<file path="src/rtl/frame_pkg.sv">
// frame_pkg: header bytes, framer state encoding and frame length for adc_frame_tx.
// Defining FRAME_CKSUM_EN adds the trailing XOR checksum byte to every frame.
package frame_pkg;
   localparam logic [7:0] HDR_MARK = 8'hFF;
   localparam logic [7:0] HDR_PAD = 8'h00;
   localparam int HDR_LEN = 4;
`ifdef FRAME_CKSUM_EN
   localparam bit CKSUM_EN = 1'b1;
`else
   localparam bit CKSUM_EN = 1'b0;
`endif
   typedef enum logic {IDLE, SEND} state_t;
   function automatic int frame_len(input int num_ch);
      return HDR_LEN + 2 * num_ch + (CKSUM_EN ? 1 : 0);
   endfunction
   // Header reads FF 00 00 FF.
   function automatic logic [7:0] hdr_byte(input logic [1:0] n);
      return (n == 2'd0 || n == 2'd3) ? HDR_MARK : HDR_PAD;
   endfunction
endpackage

</file>
<file path="src/rtl/period_timer.sv">
// period_timer: free-running 0..PERIOD_CYC-1 counter, held at 0 while disabled,
// with a tick on the terminal count.
module period_timer
   import frame_pkg::*;
#(
   parameter int PERIOD_CYC = 100000000
) (
   input  logic clk,
   input  logic rst,
   input  logic en,
   output logic tick
);
   localparam int W = $clog2(PERIOD_CYC);
   localparam logic [W-1:0] LAST = W'(PERIOD_CYC - 1);
   logic [W-1:0] cnt;
   always_ff @(posedge clk or posedge rst)
      if (rst) cnt <= '0;
      else cnt <= (en && cnt != LAST) ? cnt + 1'b1 : '0;
   assign tick = en && cnt == LAST;
endmodule

</file>
<file path="src/rtl/adc_frame_tx.sv">
// adc_frame_tx: snapshots ADC channels on a trigger and streams a header+sample frame
// over a valid/ready byte interface; FRAME_CKSUM_EN appends an XOR checksum byte.
module adc_frame_tx
   import frame_pkg::*;
#(
   parameter int NUM_CH = 2,
   parameter int DATA_W = 12,
   parameter int PERIOD_CYC = 100000000
) (
   input  logic                     clk,
   input  logic                     rst,
   input  logic                     en,
   input  logic                     trig,
   input  logic [NUM_CH*DATA_W-1:0] ch_data,
   output logic [7:0]               tx_data,
   output logic                     tx_valid,
   input  logic                     tx_ready,
   output logic                     busy,
   output logic                     frame_done,
   output logic                     overrun
);
   localparam logic [4:0] LAST = 5'(frame_len(NUM_CH) - 1);
   localparam logic [4:0] CH_END = 5'(HDR_LEN + 2 * NUM_CH);
   state_t state;
   logic pending, tick, trigger, xfer;
   logic [4:0] idx, nxt;
   logic [3:0] off;
   logic [NUM_CH*DATA_W-1:0] snap;
   logic [15:0] ch16 [8];
   logic [7:0] cksum, nxt_byte;
   period_timer #(.PERIOD_CYC(PERIOD_CYC)) u_timer (
      .clk  (clk),
      .rst  (rst),
      .en   (en),
      .tick (tick)
   );
   assign trigger = en && (tick || trig);
   assign xfer = tx_valid && tx_ready;
   assign busy = state == SEND;
   // Byte following the one on the bus, chosen from the snapshot only.
   always_comb begin
      ch16 = '{default: '0};
      cksum = '0;
      for (int i = 0; i < NUM_CH; i++) begin
         ch16[i] = 16'(snap[i*DATA_W +: DATA_W]);
         cksum = cksum ^ ch16[i][15:8] ^ ch16[i][7:0];
      end
      nxt = idx + 5'd1;
      off = 4'(nxt - 5'(HDR_LEN));
      nxt_byte = nxt < 5'(HDR_LEN) ? hdr_byte(nxt[1:0]) :
                 nxt < CH_END ? (off[0] ? ch16[off[3:1]][7:0] : ch16[off[3:1]][15:8]) : cksum;
   end
   always_ff @(posedge clk or posedge rst)
      if (rst) begin
         state <= IDLE;
         pending <= 1'b0;
         idx <= '0;
         snap <= '0;
         tx_valid <= 1'b0;
         tx_data <= '0;
         frame_done <= 1'b0;
         overrun <= 1'b0;
      end else begin
         frame_done <= 1'b0;
         overrun <= 1'b0;
         if (state == IDLE) begin
            pending <= 1'b0;
            if (trigger || (pending && en)) begin
               state <= SEND;
               snap <= ch_data;
               idx <= '0;
               tx_valid <= 1'b1;
               tx_data <= HDR_MARK;
            end
         end else begin
            // One frame may queue behind the current one; a second is dropped.
            if (!en) pending <= 1'b0;
            else if (trigger) begin
               pending <= 1'b1;
               overrun <= pending;
            end
            if (xfer) begin
               if (idx == LAST) begin
                  state <= IDLE;
                  tx_valid <= 1'b0;
                  frame_done <= 1'b1;
               end else begin
                  idx <= nxt;
                  tx_data <= nxt_byte;
               end
            end
         end
      end
endmodule

</file>
<file path="config.mk">
export PLATFORM = sky130hd
export DESIGN_NAME = adc_frame_tx
export DESIGN_NICKNAME = d
export VERILOG_FILES = /design/src/rtl/frame_pkg.sv /design/src/rtl/period_timer.sv /design/src/rtl/adc_frame_tx.sv
export SDC_FILE = /design/constraint.sdc
export NUM_CORES = 1
export LEC_CHECK = 0
export CORE_MARGIN = 3
export CORE_UTILIZATION = 40
export DETAILED_ROUTE_END_ITERATION = 8
export GPL_TIMING_DRIVEN = 0
export PLACE_DENSITY_LB_ADDON = 0.12
export SETUP_SLACK_MARGIN = 0.1
export SYNTH_ARGS = -nofsm -noshare
export SYNTH_HDL_FRONTEND = slang
export SYNTH_HIERARCHICAL = 1
export SYNTH_SLANG_ARGS = --single-unit
</file>
<file path="constraint.sdc">
create_clock -name clk -period 2.6 [get_ports clk]
set_clock_uncertainty 0.15 [all_clocks]
set_input_delay 0.26 -clock clk [delete_from_list [all_inputs] [get_ports clk]]
set_output_delay 0.26 -clock clk [all_outputs]
set_load 0.02 [all_outputs]
</file>
==> run_results.csv, run 1 <==
group,metric,value,unit
power,total_power,0.00419,W
timing,tightest_slew,1.09,ns
timing,rsz0062_at_grt,"true",
timing,fin_ws,0.153,ns
clocking,clockBufferDepth,2,
finish,final_cell_mix,"dfrtp_1, clkdlybuf4s50_1, mux2_2",
synth,synth_ff_type,"dfrtp_1",
detailed_routing,wl_per_cell,16.7,um
setup_path,cp.arrival,2.53,ns
clocking,clkLatencyLatePin,0.35,ns
clocking,h-tree-depth,3,
floorplanning,io_pins,41,
power,switchingPower,0.00143,W
detailed_routing,route.detailed.drc,0,
setup_path,critPathLaunchType,"register",
clocking,clock_sinks,69,
detailed_routing,firstDrtPassIters,4,
finish,fillers,796,
floorplanning,die_h,102,um
synth,synth-edff-count,0,
placed_design,dpl.cell_count,496,
synth,yosys.cell_types.count,55,
clocking,root_buffer,"clkbuf_8",
power,peakVddDrop,0.433,mV
finish,antennaDiodeCount,0,
power,seq_power_share,37.9,%
clocking,clkTransAtPathRegs,0.07,ns
detailed_routing,finalWirelength,8780,um
timing,fmax,409,MHz
floorplanning,num_rows,34,
detailed_routing,drt-vias-per-instance,5.57,
finish,mostFrequentLayoutCell,"dfrtp_1",
timing,setup_viol_count_final,0,
synth,syn-instance-count,347,
synth,async_flop_share,100,%
power,leakage,1.99,nW
setup_path,cp_max_fo,10,
min_path,worstHoldPathType,"in2async",
timing,hold_viol_final,0,
detailed_routing,vias,2923,
synth,synth_seq_cells,69,
clocking,numCtsBuffers,9,
setup_path,r2r_slack,0.15,ns
global_routing,grt_pass1_wl,14300,um
placed_design,place_hpwl,5880,um
power,power.switching_fraction,34.2,%
floorplanning,die_w,102,um
power,power-per-cell-area,881,nW/um2
run_status,status,"finished, final reports clean",
floorplanning,die-area,10500,um2
setup_path,cp.required,2.68,ns
global_routing,track_usage,17.6,%
placed_design,place_ws,-0.408,ns
setup_path,cpPeakStageDelay,0.42,ns
timing,fin_crit_sh,94.1,%
setup_path,rr_worst_depth,9,
placed_design,place_congestion,0.775,
setup_path,critPathKind,"reg2reg",
finish,drive_gt1_share,24.5,%
finish,stdcell_count,525,
power,p_int,0.00275,W
synth,synth_warnings,6,
timing,period_needed,2.45,ns
flow_run,maxCapViolCount,0,
setup_path,cp_slowest_cell,"dfrtp_1",
synth,synth.avg_cell_area,10.7,um2
placed_design,place_area,4280,um2
finish,nets,445,
synth,syn_nets,379,
finish,post-route-cell-area,4750,um2
global_routing,grt_max_degree,28,
finish,area_growth,28.1,%
power,p_clk_share,21.7,%
floorplanning,start_util,41.9,%
power,power_frac_comb,40.4,%
setup_path,crit_chain,"nand4_4, or3_4, nor3_4, and3_4, o31ai_4, nor2_4, buf_4, buf_12, mux2_2",
timing,drv_slew,0,
clocking,cts_tree,"done",
global_routing,grt_pass1_vias,2842,
setup_path,critPathCaptureType,"register",
global_routing,antenna_found_initial,0,
placed_design,numPortBuffers,40,
detailed_routing,drt-initial-drc-count,97,
global_routing,overflow,0,
synth,synth_area,3710,um2
floorplanning,core,8850,um2
detailed_routing,ant_nets,0,
timing,maxSlewHeadroom,27.0,%
timing,hold_ws,0.182,ns
synth,synth-seq-area-share,46.5,%
[metal layers]
| layer | vias up | GRT usage (%) | part of all wire [%] |
|---|---|---|---|
| met5 | - | 0 | 0 |
| met4 | 0 | 5.85 | 1.1 |
| met3 | 11 | 3.07 | 3.7 |
| met2 | 67 | 27.3 | 47 |
| met1 | 1437 | 25.1 | 49 |
| li1 | 1408 | - | - |
[cell families (layout without fill, tap and decap cells)]
logic type / Yosys count / count (layout) / share of synthesized area (%)
and+or+nand+nor: 123 / 123 / 19.7
muxes: 28 / 28 / 9.71
adders and majority gates: 3 / 3 / 1.01
DFF: 69 / 69 / 46.5
AOI/OAI and AO/OA: 69 / 69 / 13.0
buffers and inverters: 30 / 100 / 4.18
xor gates and xnor gates: 25 / 25 / 5.90
[through the flow]
step                TNS [ns]  util, %
CTS                        0     52.3
finish                     0     53.7
detailed placement     -7.92     48.3
global route               0     53.7
global placement       -7.43     48.0
floorplan                  0        -
[Yosys cell counts, types with 4 or more instances]
master     n  area (um2)
xnor2_1   15         131
o22a_1     8        70.1
dfrtp_1   69        1730
or2_2      5        31.3
nand3_1   12        60.1
inv_1     14        52.6
a31oi_1    6        37.5
and3_1     8        50.1
nand4b_1   4        35.0
xor2_1    10        87.6
and4_1     6        52.6
or4_1      5        37.5
a21oi_1   15        75.1
mux2_2    24         270
buf_2      6        30.0
or3_1      6        37.5
nand2_1   18        67.6
nor2_1    21        78.8
mux4_2     4        90.1
clkbuf_1   4        15.0
o21ai_0   21         105
nand4_1   10        62.6
nor3_1     5        25.0
o31ai_1    4        30.0
[flip-flops by register name (all words and copies together), names as in the netlist]
register     cells
overrun          1
tx_valid         1
idx              5
pending          1
u_timer/cnt     27
snap            24
tx_data          8
busy             1
frame_done       1
[cell type report]
class	instances	area, um2	area share, %
Clock buffer	11	151	3.19
Buffer	16	134	2.82
Timing Repair Buffer	55	566	11.9
Clock inverter	4	47.5	1.00
Multi-Input combinational cell	248	1940	40.7
Inverter	14	52.6	1.11
Sequential cell	69	1730	36.4
Tap cell	108	135	2.84
[worst paths after layout]
kind | start | endpoint
max in group asynchronous | rst | u_timer/cnt[17]$_DFF_PP0_
min in group clk | u_timer/cnt[0]$_DFF_PP0_ | u_timer/cnt[0]$_DFF_PP0_
setup / recovery | u_timer/cnt[23]$_DFF_PP0_ | snap[5]$_DFFE_PP0P_
hold / removal | rst | tx_data[7]$_DFFE_PP0P_
setup reg to reg | u_timer/cnt[23]$_DFF_PP0_ | snap[5]$_DFFE_PP0P_
hold reg to reg | u_timer/cnt[0]$_DFF_PP0_ | u_timer/cnt[0]$_DFF_PP0_
[what timing repair did]
action                                  4_1_cts  5_1_grt
gates cloned                                  1        0
hold endpoints to repair                      0        0
hold buffers                                  0        0
buffers inserted                              8        5
gates resized for setup                      18       22
endpoints found under the setup margin       30       29
pin swaps                                     1        6
[power groups by stage]
stage	logic, W	registers, W	clock network (W)
floorplan	0.00117	0.00162	0
global placement	0.00161	0.00159	0
detailed placement	0.00166	0.00160	0
CTS	0.00168	0.00158	0.000931
global route	0.00186	0.00162	0.000971
finish	0.00169	0.00159	0.000909
[worst max-delay path: cells and delay by family (launching register included)]
family / cells / cell delay [ns]
flops: 1 / 0.42
compound gates: 1 / 0.10
mux: 1 / 0.33
simple gates: 5 / 1.03
buf+inv: 2 / 0.28
Power figures use the tool's default switching activity.
==> run 2, diff against run 1 <==
--- a/config.mk
+++ b/config.mk
@@ -11,6 +11,8 @@
 export GPL_TIMING_DRIVEN = 0
 export PLACE_DENSITY_LB_ADDON = 0.12
 export SETUP_SLACK_MARGIN = 0.1
+export SKIP_CTS_REPAIR_TIMING = 1
+export SKIP_LAST_GASP = 1
 export SYNTH_ARGS = -nofsm -noshare
 export SYNTH_HDL_FRONTEND = slang
 export SYNTH_HIERARCHICAL = 1
==> run 2 against run 1 <==
Effect of this change: critical path type unchanged; clock power is 0.9% higher; combinational power hardly changed; maximum frequency is 0.67% lower.
==> run_results.csv, run 2 (synthesis gave the netlist of run 1 again) <==
group,metric,value,unit
run_status,status,"finished, final reports clean",
detailed_routing,top_layer,"met4",
finish,nets,445,
setup_path,cp_num_buf_inv,2,
placed_design,dpl.cell_count,496,
global_routing,track_usage,17.2,%
detailed_routing,vias,2913,
floorplanning,start_util,41.9,%
placed_design,place_congestion,0.775,
setup_path,cp_max_fo,10,
detailed_routing,wl_met1,4260,um
finish,area_growth,27.5,%
clocking,clockBufferDepth,2,
finish,fin_util,53.5,%
placed_design,place_area,4280,um2
setup_path,cp.required,2.68,ns
timing,drv_slew,0,
floorplanning,io_pins,41,
global_routing,antenna_found_initial,0,
setup_path,reg2reg_to,"snap[1]$_DFFE_PP0P_",
setup_path,cp.arrival,2.55,ns
finish,reg_top3,"u_timer/cnt (27), snap (24), tx_data (8)",
clocking,h-tree-depth,3,
finish,drive_gt1_share,25.2,%
clocking,cts_tree,"done",
detailed_routing,wl_per_cell,16.6,um
floorplanning,die_w,102,um
global_routing,grt_max_degree,28,
setup_path,crit_chain,"nand4_4, or3_4, nor3_2, and3_4, o31ai_4, nor2_4, buf_12, buf_12, mux2_2",
clocking,numCtsBuffers,9,
setup_path,crit_top_cell,"buf_12",
finish,post-route-cell-area,4730,um2
detailed_routing,wl_met2,4020,um
setup_path,rr_worst_depth,9,
timing,setup_viol_count_final,0,
timing,maxSlewHeadroom,27.8,%
clocking,root_buffer,"clkbuf_8",
finish,antennaDiodeCount,0,
setup_path,critPathCaptureType,"register",
power,peakVddDrop,0.402,mV
finish,mostFrequentLayoutCell,"dfrtp_1",
global_routing,grt_pass1_vias,2772,
finish,final_cell_mix,"dfrtp_1, clkdlybuf4s50_1, mux2_2",
finish,fillers,798,
global_routing,grt_pass1_wl,14000,um
detailed_routing,drt-vias-per-instance,5.55,
timing,fin_crit_sh,94.8,%
clocking,clkTransAtPathRegs,0.07,ns
finish,regMostFlops,"u_timer/cnt",
finish,multi_input_area,1910,um2
timing,fmax,406,MHz
power,total_power,0.00417,W
placed_design,place_hpwl,5880,um
power,power-per-cell-area,881,nW/um2
floorplanning,die-area,10500,um2
floorplanning,die_h,102,um
clocking,clock_sinks,69,
power,leakage,1.97,nW
finish,ff_latch_area,1740,um2
detailed_routing,route.detailed.drc,0,
detailed_routing,firstDrtPassIters,4,
flow_run,maxCapViolCount,0,
timing,setup-tns-final,0,ns
finish,largest_reg_flops,27,
finish,stdcell_count,525,
setup_path,r2r_slack,0.14,ns
clocking,clkLatencyLatePin,0.35,ns
timing,period_needed,2.46,ns
timing,hold_viol_final,0,
setup_path,r2r_start,"u_timer/cnt[21]$_DFF_PP0_",
detailed_routing,drt-initial-drc-count,96,
setup_path,cp_slowest_cell,"dfrtp_2",
detailed_routing,wl_met3,344,um
placed_design,numPortBuffers,40,
setup_path,critPathTopFamily,"simple AND/OR/NAND/NOR gates",
timing,rsz0062_at_grt,"true",
global_routing,overflow,0,
setup_path,critPathKind,"reg2reg",
detailed_routing,finalWirelength,8720,um
floorplanning,core,8850,um2
timing,tightest_slew,1.08,ns
detailed_routing,ant_nets,0,
setup_path,critPathLaunchType,"register",
min_path,worstHoldPathType,"in2async",
setup_path,cpPeakStageDelay,0.43,ns
floorplanning,num_rows,34,
run 2: power by group:
part / internal, W / switching (W) / total, W
combinational: 0.000902 / 0.000763 / 0.00166
clock: 0.000487 / 0.000429 / 0.000917
sequential: 0.00135 / 0.000241 / 0.00159
total: 0.00274 / 0.00143 / 0.00417
run 2: layout make-up:
type / instances / area share [%]
Clock buffer: 11 / 3.20
Sequential cell: 69 / 36.7
Clock inverter: 4 / 1.01
Timing Repair Buffer: 56 / 12.1
Tap cell: 108 / 2.86
Buffer: 15 / 2.67
Multi-Input combinational cell: 248 / 40.4
Inverter: 14 / 1.11
run 2: worst register-to-register path, cell delays in order, from the launching register on:
cell and delay (ns):
dfrtp_2 0.43, nand4_4 0.12, or3_4 0.44, nor3_2 0.12
and3_4 0.22, o31ai_4 0.10, nor2_4 0.15, buf_12 0.15
buf_12 0.15, mux2_2 0.34
run 2: per-layer routing:
layer	vias to the layer above	track usage, %
li1	1407	-
met1	1441	24.5
met2	56	26.6
met3	9	3.07
met4	0	5.75
met5	-	0
run 2: per-stage QoR:
stage,hold WS [ns],worst slack [ns]
global route,0.242,0.0179
floorplan,0.163,0.139
global placement,0.320,-0.383
finish,0.173,0.136
CTS,0.179,-0.406
detailed placement,0.329,-0.408
run 2: how the worst max path moves through the flow:
stage / startpoint / endpoint / slack, ns / cells past startpoint
6_report: u_timer/cnt[21]$_DFF_PP0_ / snap[1]$_DFFE_PP0P_ / 0.14 / 9
3_3_place_gp: en / snap[18]$_DFFE_PP0P_ / -0.38 / 7
4_1_cts: u_timer/cnt[17]$_DFF_PP0_ / snap[19]$_DFFE_PP0P_ / -0.41 / 8
3_5_place_dp: en / snap[19]$_DFFE_PP0P_ / -0.41 / 7
5_1_grt: u_timer/cnt[18]$_DFF_PP0_ / snap[23]$_DFFE_PP0P_ / 0.02 / 9
2_1_floorplan: u_timer/cnt[21]$_DFF_PP0_ / snap[0]$_DFFE_PP0P_ / 0.14 / 8
==> run 3, diff against run 2 <==
--- a/config.mk
+++ b/config.mk
@@ -5,6 +5,7 @@
 export SDC_FILE = /design/constraint.sdc
 export NUM_CORES = 1
 export LEC_CHECK = 0
+export CORE_ASPECT_RATIO = 1.75
 export CORE_MARGIN = 3
 export CORE_UTILIZATION = 40
 export DETAILED_ROUTE_END_ITERATION = 8
==> run 3 against run 2 <==
Effect of this change: die area grew 0.43%; routed wire length increased by 1.0%; setup slack got worse by 0.027 ns; flip-flop and latch count is the same; sequential share of layout area is 0.45 points lower; combinational power about the same; global-route usage is 0.13 points higher; critical path depth did not move; maximum frequency shrank 1.1%; cell count up 1.9%; first-iteration DRC count increased by 21%; utilization grew 0.79 points.
==> run_results.csv, run 3 (synthesis gave the netlist of run 1 again) <==
group,metric,value,unit
finish,regMostFlops,"u_timer/cnt",
floorplanning,io_pins,41,
finish,mostFrequentLayoutCell,"dfrtp_1",
clocking,clkLatencyLatePin,0.32,ns
setup_path,critPathKind,"reg2reg",
power,power-per-cell-area,903,nW/um2
finish,nets,447,
setup_path,cp_slowest_cell,"dfrtp_2",
global_routing,grt_pass1_wl,14200,um
timing,tightest_slew,1.10,ns
finish,fin_util,54.3,%
detailed_routing,route.detailed.drc,0,
timing,setup_viol_count_final,0,
clocking,root_buffer,"clkbuf_16",
clocking,numCtsBuffers,9,
power,p_int,0.00294,W
timing,hold_viol_final,0,
placed_design,numPortBuffers,40,
clocking,h-tree-depth,3,
timing,fmax,402,MHz
floorplanning,die-area,10500,um2
global_routing,grt_max_degree,28,
global_routing,track_usage,17.4,%
finish,fillers,817,
timing,period_needed,2.49,ns
floorplanning,die_w,78.8,um
placed_design,dpl.cell_count,505,
global_routing,overflow,0,
setup_path,critPathCaptureType,"register",
detailed_routing,finalWirelength,8800,um
min_path,worstHoldPathType,"in2async",
setup_path,cp.required,2.66,ns
floorplanning,start_util,42.0,%
setup_path,cpPeakStageDelay,0.46,ns
finish,stdcell_count,535,
power,peakVddDrop,0.670,mV
setup_path,crit_chain,"nor4bb_4, nand2_2, nor3_4, and3_4, o31ai_4, nor2_4, buf_4, buf_4, mux2_2",
power,p_clk_share,25.3,%
power,power.switching_fraction,32.2,%
clocking,cts_tree,"done",
detailed_routing,firstDrtPassIters,4,
finish,multi_input_area,1920,um2
timing,setup-tns-final,0,ns
floorplanning,num_rows,45,
detailed_routing,ant_nets,0,
finish,final_cell_mix,"dfrtp_1, clkdlybuf4s50_1, mux2_2",
detailed_routing,drt-initial-drc-count,116,
detailed_routing,vias,2899,
detailed_routing,wl_per_cell,16.5,um
finish,largest_reg_flops,27,
timing,fin_crit_sh,95.8,%
clocking,clockBufferDepth,2,
timing,rsz0062_at_grt,"true",
finish,reg_top3,"u_timer/cnt (27), snap (24), tx_data (8)",
setup_path,critPathLaunchType,"register",
run_status,status,"finished, final reports clean",
clocking,clkTransAtPathRegs,0.05,ns
setup_path,cp_max_fo,6,
power,leakage,2.00,nW
clocking,clock_sinks,69,
setup_path,crit_top_cell,"buf_4",
floorplanning,core,8840,um2
timing,maxSlewHeadroom,26.8,%
power,power_frac_comb,38.1,%
placed_design,place_hpwl,6380,um
finish,antennaDiodeCount,0,
finish,drive_gt1_share,26.1,%
global_routing,grt_pass1_vias,2837,
power,switchingPower,0.00140,W
detailed_routing,drt-vias-per-instance,5.42,
finish,ff_latch_area,1740,um2
global_routing,antenna_found_initial,0,
floorplanning,die_h,133,um
power,seq_power_share,36.7,%
finish,area_growth,29.2,%
timing,drv_slew,0,
flow_run,maxCapViolCount,0,
setup_path,cp.arrival,2.55,ns
placed_design,place_congestion,0.883,
[run 3: changes by cell type in the layout (fill, tap and decap cells not counted), sizes merged]
cell and delta:
buf +3, bufinv -1, clkinvlp -1
[run 3: cell type report]
cell class,count,area share (%)
flip-flops and latches,69,36.2
well taps,117,3.05
clock buffers,12,5.35
inverters,14,1.10
clock inverters,2,0.209
plain buffers,15,2.37
repair buffers,58,11.6
multi-input cells,248,40.1
[run 3: path summary, 6_finish.rpt]
path                                           startpoint                        to  slack (ns)  cells past startpoint
max in group asynchronous                             rst  u_timer/cnt[8]$_DFF_PP0_        1.14                      2
worst max register to register  u_timer/cnt[19]$_DFF_PP0_      snap[14]$_DFFE_PP0P_        0.11                      9
worst max-delay path            u_timer/cnt[19]$_DFF_PP0_      snap[14]$_DFFE_PP0P_        0.11                      9
worst min-delay path                                  rst    tx_data[4]$_DFFE_PP0P_        0.13                      2
worst min register to register   u_timer/cnt[0]$_DFF_PP0_  u_timer/cnt[0]$_DFF_PP0_        0.35                      1
min in group clk                 u_timer/cnt[0]$_DFF_PP0_  u_timer/cnt[0]$_DFF_PP0_        0.35                      1
[run 3: worst max-delay path: cells and delay by family, from the launching register on]
family | cells | cell delay, ns
simple gates | 5 | 1.10
buf+inv | 2 | 0.24
flops | 1 | 0.46
compound gates | 1 | 0.10
mux | 1 | 0.31
[run 3: layer usage]
metal / part of all wire (%) / global-route usage (%)
met2: 57 / 31.6
met4: 2.7 / 8.89
met5: 0 / 0
met1: 38 / 18.8
met3: 2.0 / 3.04
[run 3: stage by stage]
stage	worst slack [ns]	instance area [um2]	hold slack, ns	total power [W]
floorplan	0.139	3710	0.163	0.00279
global placement	-0.444	4260	0.338	0.00321
finish	0.110	4800	0.127	0.00433
CTS	-0.491	4550	0.137	0.00438
global route	-0.0244	4800	0.157	0.00462
detailed placement	-0.477	4280	0.344	0.00325
[run 3: power groups by stage]
| stage | combinational (W) | sequential (W) | clock [W] |
|---|---|---|---|
| final | 0.00165 | 0.00159 | 0.00110 |
| after global routing | 0.00181 | 0.00163 | 0.00118 |
| after CTS | 0.00166 | 0.00159 | 0.00113 |
| after detailed placement | 0.00165 | 0.00160 | 0 |
| after global placement | 0.00162 | 0.00159 | 0 |
| after floorplan | 0.00117 | 0.00162 | 0 |
